[src/rtl/tristate_bus_pkg.sv]
// Shared types and helpers for the tristate bus arbiter: FSM state encoding,
// counter/id width helpers and a one-hot decoder.
package tristate_bus_pkg;

  typedef enum logic [1:0] {
    IDLE,
    DRIVE,
    TURN
  } state_e;

  localparam int MAX_N = 16;

  function automatic int idWidth(input int n);
    return (n > 1) ? $clog2(n) : 1;
  endfunction

  // Enough bits to hold values 0..maxVal inclusive.
  function automatic int cntWidth(input int maxVal);
    return $clog2(maxVal + 1);
  endfunction

  function automatic logic [MAX_N-1:0] onehot(input logic [3:0] idx);
    logic [MAX_N-1:0] v;
    v      = '0;
    v[idx] = 1'b1;
    return v;
  endfunction

endpackage

[src/rtl/tristate_bus_arbiter_rr_pick.sv]
// Combinational round-robin picker: first asserted request strictly after
// 'last', wrapping modulo N, so the previous owner has lowest priority.
module rr_pick
  import tristate_bus_pkg::*;
#(
  parameter int N   = 4,
  parameter int IDW = idWidth(N)
) (
  input  logic [N-1:0]   req,
  input  logic [IDW-1:0] last,
  output logic [IDW-1:0] pick,
  output logic           valid
);

  logic [IDW-1:0] cand;

  always_comb begin
    pick  = '0;
    valid = 1'b0;
    cand  = '0;
    for (int k = 1; k <= N; k++) begin
      cand = IDW'((int'(last) + k) % N);
      if (!valid && req[cand]) begin
        valid = 1'b1;
        pick  = cand;
      end
    end
  end

endmodule

[src/rtl/tristate_bus_arbiter.sv]
// Round-robin control stage for a shared tristate bus with guaranteed
// all-enables-low turnaround between owners. Define BUS_KEEPER_EN to add keeper outputs.
module tristate_bus_arbiter
  import tristate_bus_pkg::*;
#(
  parameter int N           = 4,
  parameter int W           = 8,
  parameter int MAX_BURST   = 4,
  parameter int TURN_CYCLES = 1
) (
  input  logic                 clk,
  input  logic                 rst,
  input  logic [N-1:0]         req,
  input  logic [N*W-1:0]       din,
  output logic [N-1:0]         en,
  output logic [W-1:0]         dout,
  output logic [$clog2(N)-1:0] grant_id,
  output logic                 busy
`ifdef BUS_KEEPER_EN
  ,
  output logic                 keep_en,
  output logic [W-1:0]         keep_val
`endif
);

  localparam int IDW = idWidth(N);
  localparam int BW  = cntWidth(MAX_BURST);
  localparam int TW  = cntWidth(TURN_CYCLES);

  state_e         state_q, state_d;
  logic [IDW-1:0] last_q, last_d;
  logic [IDW-1:0] grant_q, grant_d;
  logic [BW-1:0]  burst_q, burst_d;
  logic [TW-1:0]  turn_q, turn_d;
  logic [N-1:0]   en_q, en_d;
  logic [W-1:0]   dout_q, dout_d;
  logic           busy_q, busy_d;
`ifdef BUS_KEEPER_EN
  logic           keepEn_q, keepEn_d;
  logic [W-1:0]   keepVal_q, keepVal_d;
`endif

  logic [IDW-1:0]   pick;
  logic             pickValid;
  logic             arbitrate;
  logic [MAX_N-1:0] ohFull;

  function automatic logic [W-1:0] wordAt(input logic [N*W-1:0] bus, input logic [IDW-1:0] idx);
    logic [N*W-1:0] s;
    s = bus >> (W * int'(idx));
    return s[W-1:0];
  endfunction

  rr_pick #(.N(N), .IDW(IDW)) uPick (
    .req  (req),
    .last (last_q),
    .pick (pick),
    .valid(pickValid)
  );

  always_comb begin
    state_d   = state_q;
    last_d    = last_q;
    grant_d   = grant_q;
    burst_d   = burst_q;
    turn_d    = turn_q;
    en_d      = en_q;
    dout_d    = dout_q;
    busy_d    = busy_q;
    arbitrate = 1'b0;
    ohFull    = onehot(4'(pick));
`ifdef BUS_KEEPER_EN
    keepVal_d = keepVal_q;
`endif

    case (state_q)
      IDLE: begin
        en_d      = '0;
        busy_d    = 1'b0;
        arbitrate = 1'b1;
      end
      DRIVE: begin
        if (req[grant_q] && (burst_q < BW'(MAX_BURST))) begin
          burst_d = burst_q + BW'(1);
          dout_d  = wordAt(din, grant_q);
        end else begin
          // Release: dout keeps the last driven word, which the keeper reuses.
          en_d    = '0;
          busy_d  = 1'b0;
          turn_d  = TW'(1);
          state_d = TURN;
`ifdef BUS_KEEPER_EN
          keepVal_d = dout_q;
`endif
        end
      end
      TURN: begin
        en_d   = '0;
        busy_d = 1'b0;
        if (turn_q < TW'(TURN_CYCLES)) begin
          turn_d = turn_q + TW'(1);
        end else begin
          arbitrate = 1'b1;
          state_d   = IDLE;
        end
      end
      default: begin
        state_d = IDLE;
        en_d    = '0;
        busy_d  = 1'b0;
      end
    endcase

    if (arbitrate && pickValid) begin
      state_d = DRIVE;
      en_d    = ohFull[N-1:0];
      dout_d  = wordAt(din, pick);
      grant_d = pick;
      last_d  = pick;
      burst_d = BW'(1);
      busy_d  = 1'b1;
    end

`ifdef BUS_KEEPER_EN
    keepEn_d = (state_d == IDLE);
`endif
  end

  always_ff @(posedge clk) begin
    if (rst) begin
      state_q <= IDLE;
      last_q  <= IDW'(N - 1);
      grant_q <= '0;
      burst_q <= '0;
      turn_q  <= '0;
      en_q    <= '0;
      dout_q  <= '0;
      busy_q  <= 1'b0;
    end else begin
      state_q <= state_d;
      last_q  <= last_d;
      grant_q <= grant_d;
      burst_q <= burst_d;
      turn_q  <= turn_d;
      en_q    <= en_d;
      dout_q  <= dout_d;
      busy_q  <= busy_d;
    end
  end

`ifdef BUS_KEEPER_EN
  always_ff @(posedge clk) begin
    if (rst) begin
      keepEn_q  <= 1'b0;
      keepVal_q <= '0;
    end else begin
      keepEn_q  <= keepEn_d;
      keepVal_q <= keepVal_d;
    end
  end

  assign keep_en  = keepEn_q;
  assign keep_val = keepVal_q;
`endif

  assign en       = en_q;
  assign dout     = dout_q;
  assign grant_id = grant_q;
  assign busy     = busy_q;

endmodule

[config.mk]
export PLATFORM = sky130hd
export DESIGN_NAME = tristate_bus_arbiter
export DESIGN_NICKNAME = d
export VERILOG_FILES = /design/src/rtl/tristate_bus_pkg.sv /design/src/rtl/tristate_bus_arbiter_rr_pick.sv /design/src/rtl/tristate_bus_arbiter.sv
export SDC_FILE = /design/constraint.sdc
export NUM_CORES = 1
export LEC_CHECK = 0
export ABC_AREA = 1
export BUFFER_PORTS_ARGS = -buffer_cell sky130_fd_sc_hd__buf_2
export CORE_MARGIN = 4
export CORE_UTILIZATION = 45
export DETAILED_ROUTE_END_ITERATION = 10
export MAX_ROUTING_LAYER = met4
export PLACE_DENSITY = 0.76
export SYNTH_ARGS = -nofsm -noshare
export SYNTH_HDL_FRONTEND = slang
export SYNTH_SLANG_ARGS = --single-unit
[constraint.sdc]
create_clock -name clk -period 1.6 [get_ports clk]
set_input_delay 0 -clock clk [delete_from_list [all_inputs] [get_ports clk]]
set_output_delay 0 -clock clk [all_outputs]
set_load 0.01 [all_outputs]
=== After elaboration in Yosys (flattened, before gate mapping) ===
Cells that the tools add are included.

* Input bits: 38
* Word-level logic and storage cells: 96
* Register bits: 23

* Reductions and logical operators: 19
* Multiplexer cells: 41
* Eq/ne operators: 8
* Shift operators: 2
* Magnitude comparators: 9
* Bitwise operators: 1
* $add $sub $neg: 6

{| class="wikitable"
|+ Operator list
! operator !! count
|-
| $shr A32 B5 Y8 || 2
|-
| $mux W8 || 3
|-
| $mux W1 || 20
|-
| $lt A2 B3 Y1 const B || 5
|-
| $mux W2 || 6
|-
| $mux W4 || 3
|-
| $bmux W1 S2 || 5
|-
| $reduce_and A3 Y1 || 3
|-
| $ne A2 B2 Y1 const B || 4
|-
| $logic_and A1 B1 Y1 || 6
|-
| $ne A3 B3 Y1 const B || 2
|-
| $pmux W2 S3 || 1
|-
| $reduce_bool A2 Y1 || 3
|-
| $lt A2 B5 Y1 const B || 1
|-
| $add A2 B1 Y2 const B || 2
|-
| $add A2 B2 Y2 const B || 2
|-
| $pmux W1 S2 || 2
|-
| $reduce_and A2 Y1 || 2
|-
| $add A3 B1 Y3 const B || 1
|-
| $logic_not A1 Y1 || 3
|-
| $lt A3 B3 Y1 const B || 1
|-
| $demux W1 S2 || 1
|-
| $eq A2 B1 Y1 const B || 1
|-
| $eq A2 B2 Y1 const B || 1
|-
| other kinds (6) || 6
|}

=== Longest topological paths before layout ===
Gate-level depths: netlist of the first run.

* Depth in word-level cells: 18
* Gate-level depth with buffers: 17
* Mapped depth without buffers: 16

=== Cells and area by module ===
A second synthesis of the first run with hierarchy kept.

* Cells, all modules: 246
* Area, all modules: 1,564.0 um2

{| class="wikitable"
|+ Modules (own cells, without submodules)
! module !! area an instance (um2) !! cells an instance !! times used !! sequential area each (um2)
|-
| tristate_bus_arbiter || 1,292.5 || 194 || 1 || 460.4
|-
| rr_pick || 271.5 || 52 || 1 || 0.0
|}

=== Least setup slack after synthesis of the first run ===
OpenSTA, ideal clock, no wires.

* Kind: flip-flop to flip-flop
* From: reg last_q[0]
* To: reg dout_q[2] (netlist: dout[2])
* Arrival time: 1.577 ns
* Setup slack: -0.090 ns
* Required time: 1.487 ns
* Period minus slack after synthesis: 1.690 ns
* Stages on the path, launching flop included: 18
* Buffers on the path: 1
* Cells stage by stage: dfxtp_1 buf_6 inv_4 nand2_1 nand2_1 nand2_2 nand2_2 inv_1 nand2_1 nand2_1 nand2_2 inv_1 nand2_4 nand2_1 nand2_1 nand3_1 nand3_1 nand2_1

* Cells in the longest elaborated chain, start to end: 16
* Elaborated cells on any way between the ends: 32
* Classes of those cells: add/sub (4); shift (1); mux (17); reduce/logical (10)

{| class="wikitable"
|+ RTL lines
! element !! line !! text
|-
| from (decl) || tristate_bus_arbiter.sv:31 || <nowiki>logic [IDW-1:0] last_q, last_d;</nowiki>
|-
| from (signal assigned) || tristate_bus_arbiter.sv:132 || <nowiki>last_q <= IDW'(N - 1);</nowiki>
|-
| from (signal assigned) || tristate_bus_arbiter.sv:141 || <nowiki>last_q <= last_d;</nowiki>
|-
| parallel branches: the longest is 16 deep, another holds $add A2 B1 Y2 || -- ||
|-
| to (signal assigned) || tristate_bus_arbiter.sv:146 || <nowiki>dout_q <= dout_d;</nowiki>
|-
| to (decl) || tristate_bus_arbiter.sv:36 || <nowiki>logic [W-1:0] dout_q, dout_d;</nowiki>
|}

Several ways; the timed one is not identified. The select of a mux whose other input is x is not followed.
A chain may end at the register's enable or synchronous reset.

=== Final worst setup path of the first run ===
* From: reg last_q[0]
* To: reg dout_q[5] (netlist: dout[5])

Same word-level chain as after synthesis.

==> metrics.txt, run 1 <==
first-pass GRT wire length=8000 um; failing checks=setup timing; worst path cell trace=buf_6 -> nand2_4 -> nand2_4 -> nand2_4 -> nand2_4 -> nor2_4 -> nand3_2 -> nand2_4 -> clkinv_8 -> nand2_4 -> nand3_1 -> nand3_1 -> nand3_2 -> nand2_1 -> inv_1; Util after Layout=80.9%; H-Tree Level Count=1; PortBufs=52; most frequent CP cell=nand2_4; sw frac=51.8%; fmax=521 MHz; Post-Synth XOR/XNOR Area=0%; Multi-input gate area=1180 um2; syn avg cell area=6.37 um2; clk_lat worst skew=0.33 ns; Register Area=470 um2; Setup TNS Final=-3.85 ns; Num CTS Buffers=3; Final Hold Vio Count=0; grt ovf=0; P_leak=1.34 nW; via/cell ratio=5.32; RSZ-0062 raised after global routing=true; final worst-path cycle share=120%; Yosys warnings=0; Simple-Gate Fraction of Synth Area=42.1%; Mapped Cells=238; mux cell area share after synthesis=0%; critical path's slowest cell=dfxtp_4; register area share after synthesis=30.4%; ratio of cells with drive above 1 in the final layout=53.9%; Seq pwr share=14.2%; Adder-Cell Fraction of Synth Area=0.826%; critical path class=reg2reg; fin worst setup slack=-0.321 ns; critical path required time=1.84 ns; Pins Over Slew Limit=0; Critical Path Sink Type=flop; number of synthesized register bits=23; # placed instances=352; Slew Limit Headroom=71.0%; initial DRC count=129; syn_nets=277; hpwl dp=3240 um; clock sinks=23; kind of cell adding the most delay to the critical path=simple AND/OR/NAND/NOR gates; cell area after synthesis=1520 um2; GRT Util Overall=23.6%; largest stage delay on the critical path=0.41 ns; Ant. Diodes=0; maximum clock path buffer count=2; # rows=20; Die Height=66.0 um; number of global-route vias before repair=1,855; status=finished with violations; Yosys top cell by area=dfxtp_1; DRT Pass-1 Iters=5; Post-Layout Cell Count=374; WL per Instance=15.2 um; Initial Util=48.4%; max-cap viol count=0; unique cell type count in the Yosys netlist=29; Worst VDD drop=1.56 mV; RePlAce Congestion=0.847; final setup vio count=19; initial antenna violation count=0; Hold WC Path Type=in2reg; compound-gate portion of the synthesized area=12.7%; Clock Pin Slew Worst Setup and Hold Paths=0.13 ns; top area cells in the synthesized netlist=dfxtp_1, nand3_1, nand2_1; Post-DP Area=1990 um2; Nets=370; post-synth top area share=30.4%; pwr dens=2720 nW/um2; Tmin final=1.92 ns; CTS tree=done; antenna viol nets, final=0; CTS root buf=clkbuf_4; largest net degree at the start of global routing=14; worst-path maximum fanout=8; Worst Setup Start Kind=flop; worst-margin pin slew=0.435 ns; Die W=66.0 um; final WL=5700 um; FILL cells=210; CORE AREA=3130 um2; Critical Path AT=2.16 ns; Int Power=3.32 mW; Clock Power Share=4.2%; largest family of logic cells by synthesized area=simple AND/OR/NAND/NOR gates; io pins=53; Setup Skew=0.00268 ns; DRC=0; area delta synth->final=67.1%; Psw=3.57 mW; Final Instance Area=2530 um2; via count=1,989; combinational fraction of design power=81.7%; CP Buf/Inv Count=3; die area=4360 um2
-- final cells by class --
class	instances	share of cell area [%]
multi-input combinational	169	46.6
timing repair buffer	92	24.3
sequential	23	18.6
clock inverter	1	0.198
clock buffer	3	0.890
tap	44	2.17
inverter	42	7.27
-- power by group through the flow --
| stage | Sequential (mW) | Clock [mW] | Combinational [mW] |
|---|---|---|---|
| floorplan | 0.987 | 0 | 2.43 |
| global placement | 0.959 | 0 | 3.57 |
| detailed placement | 0.957 | 0 | 3.60 |
| CTS | 0.947 | 0.280 | 4.47 |
| global route | 0.994 | 0.312 | 6.03 |
| finish | 0.975 | 0.287 | 5.62 |
-- kinds of logic (layout without fill, tap and decap cells) --
logic type,after synthesis,in the layout
AO/OA/AOI/OAI,31,32
adder cells (fa/ha/maj),1,1
AND/OR/NAND/NOR,135,136
flip-flops,23,23
buffers and inverters,48,138
-- worst paths after layout --
check	end	cells past startpoint	slack, ns	startpoint
worst max-delay path	dout[5]$_SDFFE_PP0P_	15	-0.32	last_q[0]$_SDFFE_PP1P_
worst min-delay path	dout[6]$_SDFFE_PP0P_	5	0.005	din[6]
worst max register to register	dout[5]$_SDFFE_PP0P_	15	-0.32	last_q[0]$_SDFFE_PP1P_
worst min register to register	busy$_SDFFE_PP0P_	1	0.48	busy$_SDFFE_PP0P_
-- flip-flops by register name, indices dropped and copies added (netlist names) --
register and cells:
burst_q 3, busy 1, dout 8, en 4, grant_id 2, last_q 2
state_q 2, turn_q 1
-- per-layer routing --
metal / track usage (%) / wire length [um] / vias to the layer above / share of wire (%)
met1: 28.1 / 2220 / 918 / 39
li1: - / - / 955 / -
met5: - / 0 / - / 0
met3: 3.40 / 338 / 15 / 5.9
met4: 5.58 / 127 / 0 / 2.2
met2: 41.8 / 3010 / 101 / 53
-- cells in the final DEF, fill, tap and decap left out, drive strengths merged, types with 2 or more instances in the layout --
cell,instances
nand2,72
buf,90
a21oi,14
nand3,51
clkbuf,3
o211ai,3
inv,40
nor2,11
a2bb2oi,2
dfxtp,23
clkinv,2
o21ai,11
dlygate4sd3,2
-- metrics by stage --
step / hold slack [ns] / total power [mW] / setup slack [ns]
final: 0.00482 / 6.89 / -0.321
after detailed placement: 0.296 / 4.56 / -0.299
after CTS: 0.000886 / 5.69 / -0.238
after global routing: 0.0147 / 7.34 / -0.413
after floorplan: 0.218 / 3.41 / -0.0413
after global placement: 0.296 / 4.52 / -0.255
-- worst reg2reg max path: cells and delay by family (launching register included) --
| kind | cells | cell delay (ns) |
|---|---|---|
| simple gates | 12 | 1.13 |
| flops | 1 | 0.41 |
| buf+inv | 3 | 0.30 |
-- repair_timing --
action | CTS | global route
pin swaps | 14 | 26
hold endpoints to repair | 8 | 1
hold buffers | 1 | 1
endpoints found under the setup margin | 20 | 23
cloned | 1 | 1
buffers inserted | 11 | 4
resized for setup | 34 | 54
-- cell usage after synthesis --
| cell | instances |
|---|---|
| nor2_4 | 1 |
| nand2_8 | 1 |
| nor2_1 | 10 |
| nand3_1 | 49 |
| a21oi_1 | 13 |
| nand4_1 | 1 |
| o21a_1 | 1 |
| inv_6 | 1 |
| o21ai_0 | 7 |
| o211ai_1 | 3 |
| ha_1 | 1 |
| nand2_2 | 6 |
| nand2_4 | 2 |
| nand3_2 | 2 |
| o21ai_4 | 1 |
| o21ai_1 | 1 |
| nor3_1 | 1 |
| a31oi_1 | 1 |
| clkbuf_1 | 2 |
| a21oi_2 | 1 |
| buf_6 | 3 |
| inv_1 | 38 |
| inv_4 | 1 |
| a2bb2oi_1 | 2 |
| buf_2 | 1 |
| inv_2 | 2 |
| dfxtp_1 | 23 |
| nand2_1 | 62 |
| o21ai_2 | 1 |
No activity file was read; power rests on OpenSTA's default activity.
==> run 2: changes to the inputs <==
- HOLD_SLACK_MARGIN: not set -> 0.15
==> metrics.txt, run 2 (same netlist as run 1, synthesis figures left out) <==
status=finished with violations; ratio of cells with drive above 1 in the final layout=48.9%; CTS tree=done; Post-DP Area=1990 um2; initial antenna violation count=0; failing checks=setup timing; worst-margin pin slew=0.471 ns; final WL=8420 um; area delta synth->final=89.8%; fmax=469 MHz; critical path class=reg2reg; fin worst setup slack=-0.531 ns; Critical Path AT=2.40 ns; hold_ws=0.438 ns; worst path cell trace=buf_6 -> nand2_4 -> nand2_4 -> nand2_4 -> nand2_4 -> nor2_4 -> nand3_2 -> nand2_4 -> nand2_1 -> buf_6 -> o21ai_0 -> inv_1 -> nand2_1 -> inv_1; Initial Util=48.4%; number of global-route vias before repair=2,281; Total Power=7.59 mW; RePlAce Congestion=0.847; final setup vio count=21; final worst-path cycle share=133%; Hold WC Path Type=in2reg; Setup Skew=0.00224 ns; hpwl dp=3240 um; crit path from=last_q[0]$_SDFFE_PP1P_; Slew Limit Headroom=68.5%; maximum clock path buffer count=2; Die Height=66.0 um; GRT Util Overall=30.3%; Tmin final=2.13 ns; largest net degree at the start of global routing=14; most frequent cells in the layout=buf_2, nand2_1, inv_1; PortBufs=52; Die W=66.0 um; clk_lat worst skew=0.35 ns; FF-to-FF Start=last_q[0]$_SDFFE_PP1P_; antenna viol nets, final=0; clock sinks=23; Nets=402; WL per Instance=20.7 um; Final Hold Vio Count=0; CORE AREA=3130 um2; Num CTS Buffers=3; DRC=0; Pins Over Slew Limit=0; Setup TNS Final=-5.95 ns; io pins=53; pwr dens=2640 nW/um2; HP Start=req[2]; critical path's slowest cell=dfxtp_4; initial DRC count=334; CTS root buf=clkbuf_4; kind of cell adding the most delay to the critical path=simple AND/OR/NAND/NOR gates; critical path required time=1.87 ns; # rows=20; most frequent CP cell=nand2_4; Place WS=-0.299 ns; RSZ-0062 raised after global routing=true; CP Buf/Inv Count=4; die area=4360 um2; first-pass GRT wire length=10,000 um; via count=2,457; DRT Pass-1 Iters=5; H-Tree Level Count=1; worst-path maximum fanout=12; Critical Path Sink Type=flop; Clock Pin Slew Worst Setup and Hold Paths=0.15 ns; Final Instance Area=2880 um2; P_leak=1.48 nW; max-cap viol count=0; flip-flop count of the largest register after layout=8; grt ovf=0; Worst VDD drop=1.43 mV; largest stage delay on the critical path=0.41 ns; via/cell ratio=6.05; Worst Setup Start Kind=flop; most common cell after layout, fill and taps aside=buf_2; Ant. Diodes=0
run 2: cell types whose count changed in the layout (fill, tap and decap cells not counted):
cell,delta
dlygate4sd3_1,+31
inv_1,+1
a2bb2oi_1,+1
nand3_2,-2
nand3_1,+1
nand2_1,-1
buf_4,-1
nand3_4,+1
inv_4,-1
buf_6,+1
nand2_8,+1
buf_12,+1
a2bb2oi_2,-1
run 2: where the power goes:
part	leakage (nW)	switching, mW	internal (mW)	total [mW]
logic	1.27	3.69	2.58	6.27
clock network	0.0177	0.220	0.0946	0.315
registers	0.191	0.200	0.810	1.01
run 2: final timing paths:
kind / to / cells after the start / slack [ns]
worst max register to register: dout[4]$_SDFFE_PP0P_ / 14 / -0.53
worst min-delay path: last_q[1]$_SDFFE_PP1P_ / 8 / 0.44
worst max-delay path: dout[4]$_SDFFE_PP0P_ / 14 / -0.53
worst min register to register: en[2]$_SDFFE_PP0P_ / 2 / 0.48
run 2: tightest hold or removal path, stage by stage:
cell      delay (ns)
buf_2           0.12
nand2_4         0.06
nand2_4         0.08
a21oi_2         0.08
nand3_4         0.16
nand2_8         0.07
buf_6           0.11
o211ai_1        0.06
run 2: metrics by stage:
stage / std cells / utilization (%)
after global routing: 406 / 91.9
after floorplan: 238 / -
after global placement: 352 / 63.6
after CTS: 400 / 82.2
after detailed placement: 352 / 63.6
final: 406 / 91.9
run 2: cell type report:
type / count / area (um2)
clock inverters: 1 / 5.00
fillers: 109 / 253
multi-input cells: 169 / 1190
clock buffers: 3 / 22.5
repair buffers: 124 / 950
well taps: 44 / 55.1
flip-flops and latches: 23 / 470
inverters: 42 / 181
run 2: what timing repair did:
| action | CTS | global route |
|---|---|---|
| gates resized for setup | 34 | 56 |
| gates cloned | 1 | 1 |
| pin swaps | 14 | 26 |
| setup endpoints to repair | 20 | 23 |
| hold buffers | 33 | 0 |
| endpoints found under the hold margin | 17 | 0 |
| setup buffers | 11 | 6 |
run 2: per-layer routing:
metal,GRT usage [%],vias up,part of all wire (%)
met4,16.8,0,7.8
met2,53.6,215,49
li1,-,1022,-
met5,-,-,0
met3,6.46,80,8.5
met1,31.1,1140,35
==> run 3: changes to the inputs <==
- SYNTH_HIERARCHICAL: not set -> 1
==> metrics.txt, run 3 <==
status=finished with violations; failing checks=setup timing; Mapped Cells=246; area delta synth->final=84.1%; CP Buf/Inv Count=3; fmax=451 MHz; maximum clock path buffer count=2; Initial Util=46.9%; hold endpoint=en[2]$_SDFFE_PP0P_; worst-path maximum fanout=9; Die Height=67.0 um; fin worst setup slack=-0.616 ns; grt ovf=0; register area share after synthesis=29.4%; final WL=7900 um; most frequent cells in the layout=buf_2, nand3_1, nand2_1; DRT Pass-1 Iters=5; PortBufs=52; Post-synth EDFFs=0; final setup vio count=22; kind of cell adding the most delay to the critical path=simple AND/OR/NAND/NOR gates; Top FF cell, synth=dfxtp_1; top area cells in the synthesized netlist=dfxtp_1, nand3_1, nand2_1; number of global-route vias before repair=2,347; critical path's slowest cell=dfxtp_4; worst-margin pin slew=0.364 ns; pwr dens=2590 nW/um2; critical path required time=1.82 ns; Multi-input gate area=1210 um2; RSZ-0062 raised after global routing=true; Hold WC Path Type=reg2reg; Final Hold Vio Count=0; most common cell in the netlist=nand2_1; HP Start=en[2]$_SDFFE_PP0P_; largest net degree at the start of global routing=13; Tmin final=2.22 ns; Pins Over Slew Limit=0; unique cell type count in the Yosys netlist=21; initial DRC count=373; WL per Instance=19.1 um; Clock Pin Slew Worst Setup and Hold Paths=0.13 ns; register-to-register setup slack=-0.62 ns; flip-flop count of the largest register after layout=8; FF-to-FF path depth=16; io pins=53; first-pass GRT wire length=10,800 um; GRT Util Overall=32.6%; P_leak=1.45 nW; clk_lat worst skew=0.31 ns; cell area after synthesis=1560 um2; syn_nets=285; Critical Path AT=2.43 ns; Num CTS Buffers=3; most common cell after layout, fill and taps aside=buf_2; Yosys warnings=6; clock sinks=23; RePlAce Congestion=0.913; DRC=0; CTS tree=done; Worst R2R End=dout[7]$_SDFFE_PP0P_; max-cap viol count=0; Yosys top cell by area=dfxtp_1; FILL cells=161; number of synthesized register bits=23; Setup Skew=0.00496 ns; worst hold stages=2; final worst-path cycle share=138%; hpwl dp=3520 um; ratio of cells with drive above 1 in the final layout=47.1%; Nets=407; Worst Setup Start Kind=flop; most frequent CP cell=nand2_4; initial antenna violation count=0; Synth top cells by count=nand2_1, nand3_1, inv_1; Die W=67.0 um; antenna viol nets, final=0; die area=4480 um2; CTS root buf=clkbuf_4; post-synth top area share=29.4%; Worst VDD drop=1.49 mV; syn avg cell area=6.36 um2; via count=2,471; Register Area=468 um2; # rows=21; Critical Path Sink Type=flop; H-Tree Level Count=1; hold_ws=0.492 ns; worst path cell trace=inv_8 -> nand2_2 -> nand2_2 -> nand2_4 -> nand2_4 -> nor2_8 -> nand4_1 -> inv_2 -> nor2_4 -> nand2_4 -> nand2_4 -> buf_4 -> nand3_1 -> nand3_1 -> nand2_2 -> a21oi_1; Ant. Diodes=0; largest stage delay on the critical path=0.46 ns; Slew Limit Headroom=75.7%; Total Power=7.46 mW; FF-to-FF Start=last_q[0]$_SDFFE_PP1P_; async set or reset register ratio after synthesis=0%; CORE AREA=3340 um2; via/cell ratio=5.98; critical path class=reg2reg
run 3: cell types whose count changed in the layout (fill, tap and decap cells not counted), moves of 3 or more:
cell      previous run  this run
o211ai_1             3         0
nand3_1             26        48
o21ai_0              6         2
a21oi_1              8        11
nand2_1             38        41
nand3_2             22        15
a21oi_2              6        10
nand2_2             17        22
inv_1               35        24
buf_6               11         7
run 3: cells by family (layout without fill, tap and decap cells):
kind of cell             Yosys count  count (layout)  share of synthesized area [%]
AO/OA/AOI/OAI                     27              27                           10.2
adder cells (fa/ha/maj)            1               1                          0.800
buffers and inverters             38             159                           10.9
flip-flops                        23              23                           29.4
AND/OR/NAND/NOR                  157             157                           48.6
run 3: how the worst max path moves through the flow:
stage	start	endpoint	slack, ns	depth (start not counted)
after floorplan	last_q[0]$_SDFFE_PP1P_	dout[0]$_SDFFE_PP0P_	-0.20	15
after global placement	last_q[0]$_SDFFE_PP1P_	dout[7]$_SDFFE_PP0P_	-0.44	14
after detailed placement	last_q[0]$_SDFFE_PP1P_	dout[7]$_SDFFE_PP0P_	-0.47	14
after CTS	last_q[0]$_SDFFE_PP1P_	dout[1]$_SDFFE_PP0P_	-0.36	17
after global routing	last_q[0]$_SDFFE_PP1P_	dout[7]$_SDFFE_PP0P_	-0.67	16
final	last_q[0]$_SDFFE_PP1P_	dout[7]$_SDFFE_PP0P_	-0.62	16
run 3: layer usage:
| metal | track usage [%] | share of wire [%] | vias to the layer above |
|---|---|---|---|
| li1 | - | - | 1050 |
| met1 | 34.4 | 35 | 1122 |
| met2 | 54.2 | 47 | 233 |
| met3 | 7.93 | 11 | 66 |
| met4 | 20.8 | 7.3 | 0 |
| met5 | - | 0 | - |
run 3: worst register-to-register path, cell delays in order, from the launching register on:
cell and delay, ns:
dfxtp_4 0.46, inv_8 0.07, nand2_2 0.09, nand2_2 0.08
nand2_4 0.07, nand2_4 0.07, nor2_8 0.12, nand4_1 0.14
inv_2 0.10, nor2_4 0.05, nand2_4 0.14, nand2_4 0.09
buf_4 0.19, nand3_1 0.10, nand3_1 0.14, nand2_2 0.13
a21oi_1 0.08
run 3: stage by stage:
| step | instances | setup TNS, ns | worst slack (ns) | utilization, % | cell area (um2) |
|---|---|---|---|---|---|
| 4_1_cts | 411 | -6.43 | -0.358 | 80.7 | 2690 |
| 2_1_floorplan | 246 | -2.14 | -0.204 | - | 1610 |
| 3_3_place_gp | 362 | -6.94 | -0.436 | 62.0 | 2070 |
| 3_5_place_dp | 362 | -8.00 | -0.468 | 62.0 | 2070 |
| 6_report | 413 | -10.33 | -0.616 | 86.3 | 2880 |
| 5_1_grt | 413 | -12.14 | -0.671 | 86.3 | 2880 |
run 3: timing repair:
action,4_1_cts,5_1_grt
hold buffers,33,0
gates cloned,2,0
gates resized for setup,40,39
hold endpoints to repair,18,0
setup buffers,10,2
setup endpoints to repair,22,22
pin swaps,15,16
run 3: report_power, final:
group,internal [mW],total (mW),switching [mW]
Sequential,0.808,1.02,0.213
Clock,0.0974,0.278,0.181
Combinational,2.69,6.16,3.47
run 3: area by class of cell:
type                       count  share of cell area, %
multi-input combinational    185                   42.0
timing repair buffer         125                   34.5
clock buffer                   4                  0.913
tap                           46                   2.00
sequential                    23                   16.3
inverter                      30                   4.35
